===== src/rtl/adau_pkg.sv =====
// Shared constants for the ADAU codec serial paths (playback and capture).
package adau_pkg;

    // Default bits per channel, MSB first on the wire
    localparam int unsigned ADAU_SAMPLE_WIDTH = 24;
    // Stereo frame as {left, right}
    localparam int unsigned ADAU_FRAME_WIDTH  = 2 * ADAU_SAMPLE_WIDTH;

    // I2S slot-state encoding
    localparam logic [1:0] SLOT_ALIGN = 2'd0;
    localparam logic [1:0] SLOT_LEFT  = 2'd1;
    localparam logic [1:0] SLOT_RIGHT = 2'd2;

endpackage


===== src/rtl/audio_rx_fifo.sv =====
// First-word fall-through FIFO for captured stereo frames. A push while full is
// accepted only when a pop happens in the same cycle.
module audio_rx_fifo #(
    parameter int unsigned WIDTH = 48,
    parameter int unsigned DEPTH = 8
) (
    input  logic                         i_clk,
    input  logic                         i_rst_n,
    input  logic                         i_wr_en,
    input  logic [WIDTH-1:0]             i_wr_data,
    input  logic                         i_rd_en,
    output logic [WIDTH-1:0]             o_rd_data,
    output logic [$clog2(DEPTH+1)-1:0]   o_fill,
    output logic                         o_full,
    output logic                         o_empty
);

    localparam int unsigned PtrW  = (DEPTH > 1) ? $clog2(DEPTH) : 1;
    localparam int unsigned FillW = $clog2(DEPTH + 1);

    logic [WIDTH-1:0] r_mem [DEPTH];
    logic [PtrW-1:0]  r_wr_ptr;
    logic [PtrW-1:0]  r_rd_ptr;
    logic [FillW-1:0] r_fill;
    logic             w_push;
    logic             w_pop;

    assign o_full    = (r_fill == FillW'(DEPTH));
    assign o_empty   = (r_fill == '0);
    assign w_pop     = i_rd_en && !o_empty;
    assign w_push    = i_wr_en && (!o_full || w_pop);
    assign o_rd_data = r_mem[r_rd_ptr];
    assign o_fill    = r_fill;

    // Storage; cleared on reset so the head reads as zero
    always_ff @(posedge i_clk or negedge i_rst_n) begin
        if (!i_rst_n) begin
            for (int unsigned i = 0; i < DEPTH; i++) begin
                r_mem[i] <= '0;
            end
        end else if (w_push) begin
            r_mem[r_wr_ptr] <= i_wr_data;
        end
    end

    // Pointers wrap naturally because DEPTH is a power of two
    always_ff @(posedge i_clk or negedge i_rst_n) begin
        if (!i_rst_n) begin
            r_wr_ptr <= '0;
            r_rd_ptr <= '0;
            r_fill   <= '0;
        end else begin
            if (w_push) begin
                r_wr_ptr <= r_wr_ptr + PtrW'(1);
            end
            if (w_pop) begin
                r_rd_ptr <= r_rd_ptr + PtrW'(1);
            end
            if (w_push && !w_pop) begin
                r_fill <= r_fill + FillW'(1);
            end else if (w_pop && !w_push) begin
                r_fill <= r_fill - FillW'(1);
            end
        end
    end

endmodule


===== src/rtl/adau_audio_rx.sv =====
// I2S capture from the ADAU ADC: input synchronisers, bclk edge detect, slot FSM,
// frame assembly into a FWFT FIFO and sticky error flags.
module adau_audio_rx
    import adau_pkg::*;
#(
    parameter int unsigned SAMPLE_WIDTH = ADAU_SAMPLE_WIDTH,
    parameter int unsigned FIFO_DEPTH   = 8,
    parameter int unsigned SYNC_STAGES  = 2
) (
    input  logic                              clk,
    input  logic                              resetn,
    input  logic                              enable,
    input  logic                              bclk,
    input  logic                              lrclk,
    input  logic                              adc_sdata,
    output logic [2*SAMPLE_WIDTH-1:0]         audio_out,
    output logic                              audio_out_valid,
    input  logic                              audio_out_ready,
    output logic [$clog2(FIFO_DEPTH+1)-1:0]   fill,
    output logic                              overflow,
    output logic                              frame_err,
    input  logic                              clear_flags
);

    localparam int unsigned CntW = $clog2(SAMPLE_WIDTH + 1);

    logic [SYNC_STAGES-1:0]  r_bclk_sync;
    logic [SYNC_STAGES-1:0]  r_lr_sync;
    logic [SYNC_STAGES-1:0]  r_sd_sync;
    logic                    r_bclk_prev;
    logic                    r_lr_prev;
    logic [1:0]              r_state;
    logic [CntW-1:0]         r_cnt;
    logic [SAMPLE_WIDTH-1:0] r_left;
    logic [SAMPLE_WIDTH-1:0] r_right;
    logic                    r_left_done;
    logic                    r_skip;
    logic                    r_overflow;
    logic                    r_frame_err;

    logic w_bclk_s;
    logic w_lrclk_s;
    logic w_sdata_s;
    logic w_bclk_rise;
    logic w_lr_change;
    logic w_cnt_full;
    logic w_commit;
    logic w_frame_ok;
    logic w_push;
    logic w_pop;
    logic w_full;
    logic w_empty;
    logic w_ovf_evt;
    logic w_short_evt;

    assign w_bclk_s    = r_bclk_sync[SYNC_STAGES-1];
    assign w_lrclk_s   = r_lr_sync[SYNC_STAGES-1];
    assign w_sdata_s   = r_sd_sync[SYNC_STAGES-1];
    assign w_bclk_rise = w_bclk_s && !r_bclk_prev;
    assign w_lr_change = w_bclk_rise && (w_lrclk_s != r_lr_prev);
    assign w_cnt_full  = (r_cnt == CntW'(SAMPLE_WIDTH));

    // Commit happens on the RIGHT->LEFT change; r_skip marks a first partial RIGHT slot
    assign w_commit    = enable && w_lr_change && (r_state == SLOT_RIGHT);
    assign w_frame_ok  = r_left_done && w_cnt_full;
    assign w_push      = w_commit && w_frame_ok;
    assign w_short_evt = w_commit && !w_frame_ok && !r_skip;
    assign w_pop       = audio_out_valid && audio_out_ready;
    assign w_ovf_evt   = w_push && w_full && !w_pop;

    assign audio_out_valid = !w_empty;
    assign overflow        = r_overflow;
    assign frame_err       = r_frame_err;

    // Resynchronise the serial inputs into the clk domain
    always_ff @(posedge clk or negedge resetn) begin
        if (!resetn) begin
            r_bclk_sync <= '0;
            r_lr_sync   <= '0;
            r_sd_sync   <= '0;
        end else begin
            r_bclk_sync[0] <= bclk;
            r_lr_sync[0]   <= lrclk;
            r_sd_sync[0]   <= adc_sdata;
            for (int i = 1; i < SYNC_STAGES; i++) begin
                r_bclk_sync[i] <= r_bclk_sync[i-1];
                r_lr_sync[i]   <= r_lr_sync[i-1];
                r_sd_sync[i]   <= r_sd_sync[i-1];
            end
        end
    end

    // Edge history: previous bclk sample and lrclk as seen at the last bclk rise
    always_ff @(posedge clk or negedge resetn) begin
        if (!resetn) begin
            r_bclk_prev <= 1'b0;
            r_lr_prev   <= 1'b0;
        end else begin
            r_bclk_prev <= w_bclk_s;
            if (w_bclk_rise) begin
                r_lr_prev <= w_lrclk_s;
            end
        end
    end

    // Slot FSM and channel shift registers; the change bit is the I2S delay bit
    always_ff @(posedge clk or negedge resetn) begin
        if (!resetn) begin
            r_state     <= SLOT_ALIGN;
            r_cnt       <= '0;
            r_left      <= '0;
            r_right     <= '0;
            r_left_done <= 1'b0;
            r_skip      <= 1'b0;
        end else if (!enable) begin
            r_state     <= SLOT_ALIGN;
            r_cnt       <= '0;
            r_left      <= '0;
            r_right     <= '0;
            r_left_done <= 1'b0;
            r_skip      <= 1'b0;
        end else if (w_bclk_rise) begin
            if (w_lr_change) begin
                r_cnt <= '0;
                case (r_state)
                    SLOT_ALIGN: begin
                        r_state     <= w_lrclk_s ? SLOT_RIGHT : SLOT_LEFT;
                        r_skip      <= w_lrclk_s;
                        r_left_done <= 1'b0;
                    end
                    SLOT_LEFT: begin
                        r_state     <= SLOT_RIGHT;
                        r_left_done <= w_cnt_full;
                    end
                    default: begin
                        r_state     <= SLOT_LEFT;
                        r_skip      <= 1'b0;
                        r_left_done <= 1'b0;
                    end
                endcase
            end else if ((r_state != SLOT_ALIGN) && !w_cnt_full) begin
                r_cnt <= r_cnt + CntW'(1);
                if (r_state == SLOT_LEFT) begin
                    r_left <= {r_left[SAMPLE_WIDTH-2:0], w_sdata_s};
                end else begin
                    r_right <= {r_right[SAMPLE_WIDTH-2:0], w_sdata_s};
                end
            end
        end
    end

    // Sticky flags; a new event wins over a simultaneous clear
    always_ff @(posedge clk or negedge resetn) begin
        if (!resetn) begin
            r_overflow  <= 1'b0;
            r_frame_err <= 1'b0;
        end else begin
            r_overflow  <= w_ovf_evt   || (r_overflow  && !clear_flags);
            r_frame_err <= w_short_evt || (r_frame_err && !clear_flags);
        end
    end

    audio_rx_fifo #(
        .WIDTH (2 * SAMPLE_WIDTH),
        .DEPTH (FIFO_DEPTH)
    ) u_fifo (
        .i_clk     (clk),
        .i_rst_n   (resetn),
        .i_wr_en   (w_push),
        .i_wr_data ({r_left, r_right}),
        .i_rd_en   (audio_out_ready),
        .o_rd_data (audio_out),
        .o_fill    (fill),
        .o_full    (w_full),
        .o_empty   (w_empty)
    );

endmodule

===== config.mk =====
export PLATFORM = sky130hd
export DESIGN_NAME = adau_audio_rx
export DESIGN_NICKNAME = d
export VERILOG_FILES = /design/src/rtl/adau_pkg.sv /design/src/rtl/audio_rx_fifo.sv /design/src/rtl/adau_audio_rx.sv
export SDC_FILE = /design/constraint.sdc
export NUM_CORES = 1
export LEC_CHECK = 0
export BUFFER_PORTS_ARGS = -buffer_cell sky130_fd_sc_hd__buf_2
export CAP_MARGIN = 20
export CORE_MARGIN = 1
export CORE_UTILIZATION = 30
export DETAILED_ROUTE_END_ITERATION = 10
export PLACE_DENSITY = 0.4
export SETUP_SLACK_MARGIN = 0.3
export SLEW_MARGIN = 0
export SYNTH_ARGS = -nofsm -noshare
export SYNTH_HDL_FRONTEND = slang
export SYNTH_HIERARCHICAL = 1
export SYNTH_SLANG_ARGS = --single-unit

===== constraint.sdc =====
create_clock -name clk -period 4 [get_ports clk]
set_input_delay 0.4 -clock clk [delete_from_list [all_inputs] [get_ports clk]]
set_output_delay 0.4 -clock clk [all_outputs]
set_load 0.01 [all_outputs]

==> results.yml <==
power_and_ir_drop:
  total_leakage_power_nw: 11.6
  seq_power_share_pct: 46.9
  pwr-share-clk_pct: 51.4
  p_per_area_nw_per_um2: 417
  p_comb_share_pct: 1.6
  power_mw: 9.97
  switching_share_pct: 22.0
  p_switching_mw: 2.19
  peakVddDrop_mv: 0.263
  internal_power_mw: 7.78
placement:
  pre_cts_ws_ps: 595
  globalplace.congestion: 0.660
  hpwl_mm: 26.7
  dp.cells: 2188
  io_buffers: 62
setup_path:
  endpoint_kind: "flip-flop"
  critPathKind: "reg -> reg"
  worst_ep_arrival_time_ps: 3880
  worst-path-max-fanout: 7
  crit_required_ps: 4480
  start_kind: "flip-flop"
sta:
  setup_tns_ps: 0
  finalSetupViolCount: 0
  slew_headroom_pct: 37.3
  finalClockSkew_ps: 37.0
  fin_ws_ps: 600
  max_freq_ghz: 0.294
  min_period_ps: 3400
  maxSlewViolCount: 0
  hold_viol: 0
  finalCritPeriodShare_pct: 85.0
  tightest_slew_ps: 940
  rsz0062_at_grt: "no"
clocking:
  clkTransAtPathRegs_ps: 60
  cts_sinks: 461
  cts_root_buf: "clkbuf_16"
  numCtsBuffers: 56
  insertion_delay_ps: 630
  cts_resized: 0
  cts_max_path_buffers: 3
  hold_buffers: 5
  cts_setup_buffers: 0
  cts_tree: "yes"
  h-tree-depth: 2
synth:
  ys_types: 47
  syn-mean-instance-area_um2: 15.8
  synth_warnings: 6
  synth_fp_nets: 1323
  synth_edf_count: 0
  syn_area_um2: 20600
  ys_async_sr_fraction_pct: 100
  synth_flop_cell: "dfrtp_1"
  synth-seq-area-share_pct: 55.9
  ys_ff_latch: 461
  netlist_instances: 1307
floorplanning:
  start_util_pct: 30.5
  ioPinCount: 63
  rows: 95
  core_um2: 67600
  die-area_um2: 69800
  die_h_um: 264
  die_w_um: 264
detailed_routing:
  drt.antenna.violating_nets: 0
  vias: 11200
  drt_iter0_markers: 530
  wl_met2_mm: 23.1
  routed_via_density: 4.90
  wire_per_inst_um: 21.4
  drc: 0
  wl_met3_mm: 1.29
  finalWirelength_mm: 49.2
  wl_met1_mm: 23.7
  first_pass_iters: 4
  highest_layer: "met4"
layout:
  diodes: 0
  stdcell_count: 2297
  multi_input_area_um2: 8570
  final_core_util_pct: 35.4
  area.growth.synth_to_final_pct: 16.0
  final_common_cell: "dfrtp_1"
  ff_latch_area_um2: 11500
  layout_common_cells: "458 x dfrtp_1, 361 x mux2_2, 96 x mux4_2"
  fill_cells: 6470
  nets: 1394
  final_layout_size_suffix_gt1_share_pct: 46.1
global_route:
  globalRouteTotalUtil_pct: 14.6
  globalRouteOverflowTotal: 0
  grt_pass1_vias: 12400
  grt_antenna_before_repair: 0
  grt_pass1_wl_mm: 77.9
  grt_max_degree: 108
flow_run:
  drv_cap: 0
outcome:
  outcome: "complete, no violations"
worst_hold_path:
  hold_class: "in -> reg"
worst paths after layout:
kind / start / to / slack [ps] / cells past startpoint
worst max-delay path: u_fifo/o_fill[1] / u_fifo/o_fill[3] / 600 / 9
worst min-delay path: enable / r_right[1] / 230 / 3
worst max register to register: u_fifo/o_fill[1] / u_fifo/o_fill[3] / 600 / 9
worst min register to register: r_lr_sync[0] / r_lr_sync[1] / 350 / 0
max in group asynchronous: resetn / u_fifo/r_rd_ptr[0] / 2420 / 3
min in group asynchronous: resetn / u_fifo/r_mem[376] / 480 / 2
flip-flops by register name (all words and copies together) (netlist names), 2 cells and up:
name and flops:
u_fifo/r_mem 384, r_state 2, r_left 24, r_lr_sync 2
r_right 24, u_fifo/r_wr_ptr 3, r_cnt 5, u_fifo/r_rd_ptr 3
r_bclk_sync 2, u_fifo/o_fill 4, r_sd_sync 2
layout make-up:
class,count,share of cell area (%)
clock buffers,87,7.02
clock inverters,17,0.853
inverters,11,0.173
multi-input cells,749,35.8
flip-flops and latches,461,48.3
well taps,873,4.57
repair buffers,99,3.30
metal layers:
metal	vias to the layer above	global-route usage, %
met2	116	23.2
met4	0	4.45
met5	-	0
met1	6036	20.5
li1	5010	-
met3	84	2.08
power groups by stage:
stage	Combinational [mW]	Clock [mW]	Sequential (mW)
after global placement	0.171	0	4.76
after detailed placement	0.171	0	4.76
after global routing	0.192	5.52	4.68
after CTS	0.176	5.33	4.68
after floorplan	0.0351	0	4.76
final	0.163	5.12	4.68
kinds of logic after synthesis:
| group | share of synthesized area (%) |
|---|---|
| adders and majority gates | 0.522 |
| buffers and inverters | 2.91 |
| DFF | 55.9 |
| muxes | 35.6 |
| xor gates and xnor gates | 0.461 |
| AOI/OAI and AO/OA | 1.69 |
| and+or+nand+nor | 2.92 |
synth_stat cells, types with 5 or more instances:
master	number	area share, %
nor2_1	12	0.22
buf_6	21	1.1
nand2_1	59	1.1
buf_2	15	0.36
mux2_1	74	4.0
ha_1	7	0.42
mux2i_1	27	1.3
mux2_2	361	20
buf_4	16	0.58
mux4_2	96	10
nor2b_1	5	0.15
nand3_1	29	0.70
clkbuf_1	29	0.53
o21ai_0	25	0.61
xnor2_1	8	0.34
dfrtp_1	461	56
inv_1	11	0.20
buf_1	5	0.091
metrics by stage:
| stage | area, um^2 | hold WS (ps) |
|---|---|---|
| floorplan | 20600 | 104 |
| global placement | 22000 | 335 |
| detailed placement | 22000 | 336 |
| CTS | 23900 | 187 |
| global route | 23900 | 215 |
| finish | 23900 | 232 |
critical path, cell delays in order, from the launching register on:
cell and delay [ps]:
dfrtp_1 450, or4b_1 800, o21ai_0 460, inv_1 100, ha_1 280, inv_1 160
ha_1 310, or4_1 500, o211ai_1 110, o211ai_1 100
Power figures use the tool's default switching activity.
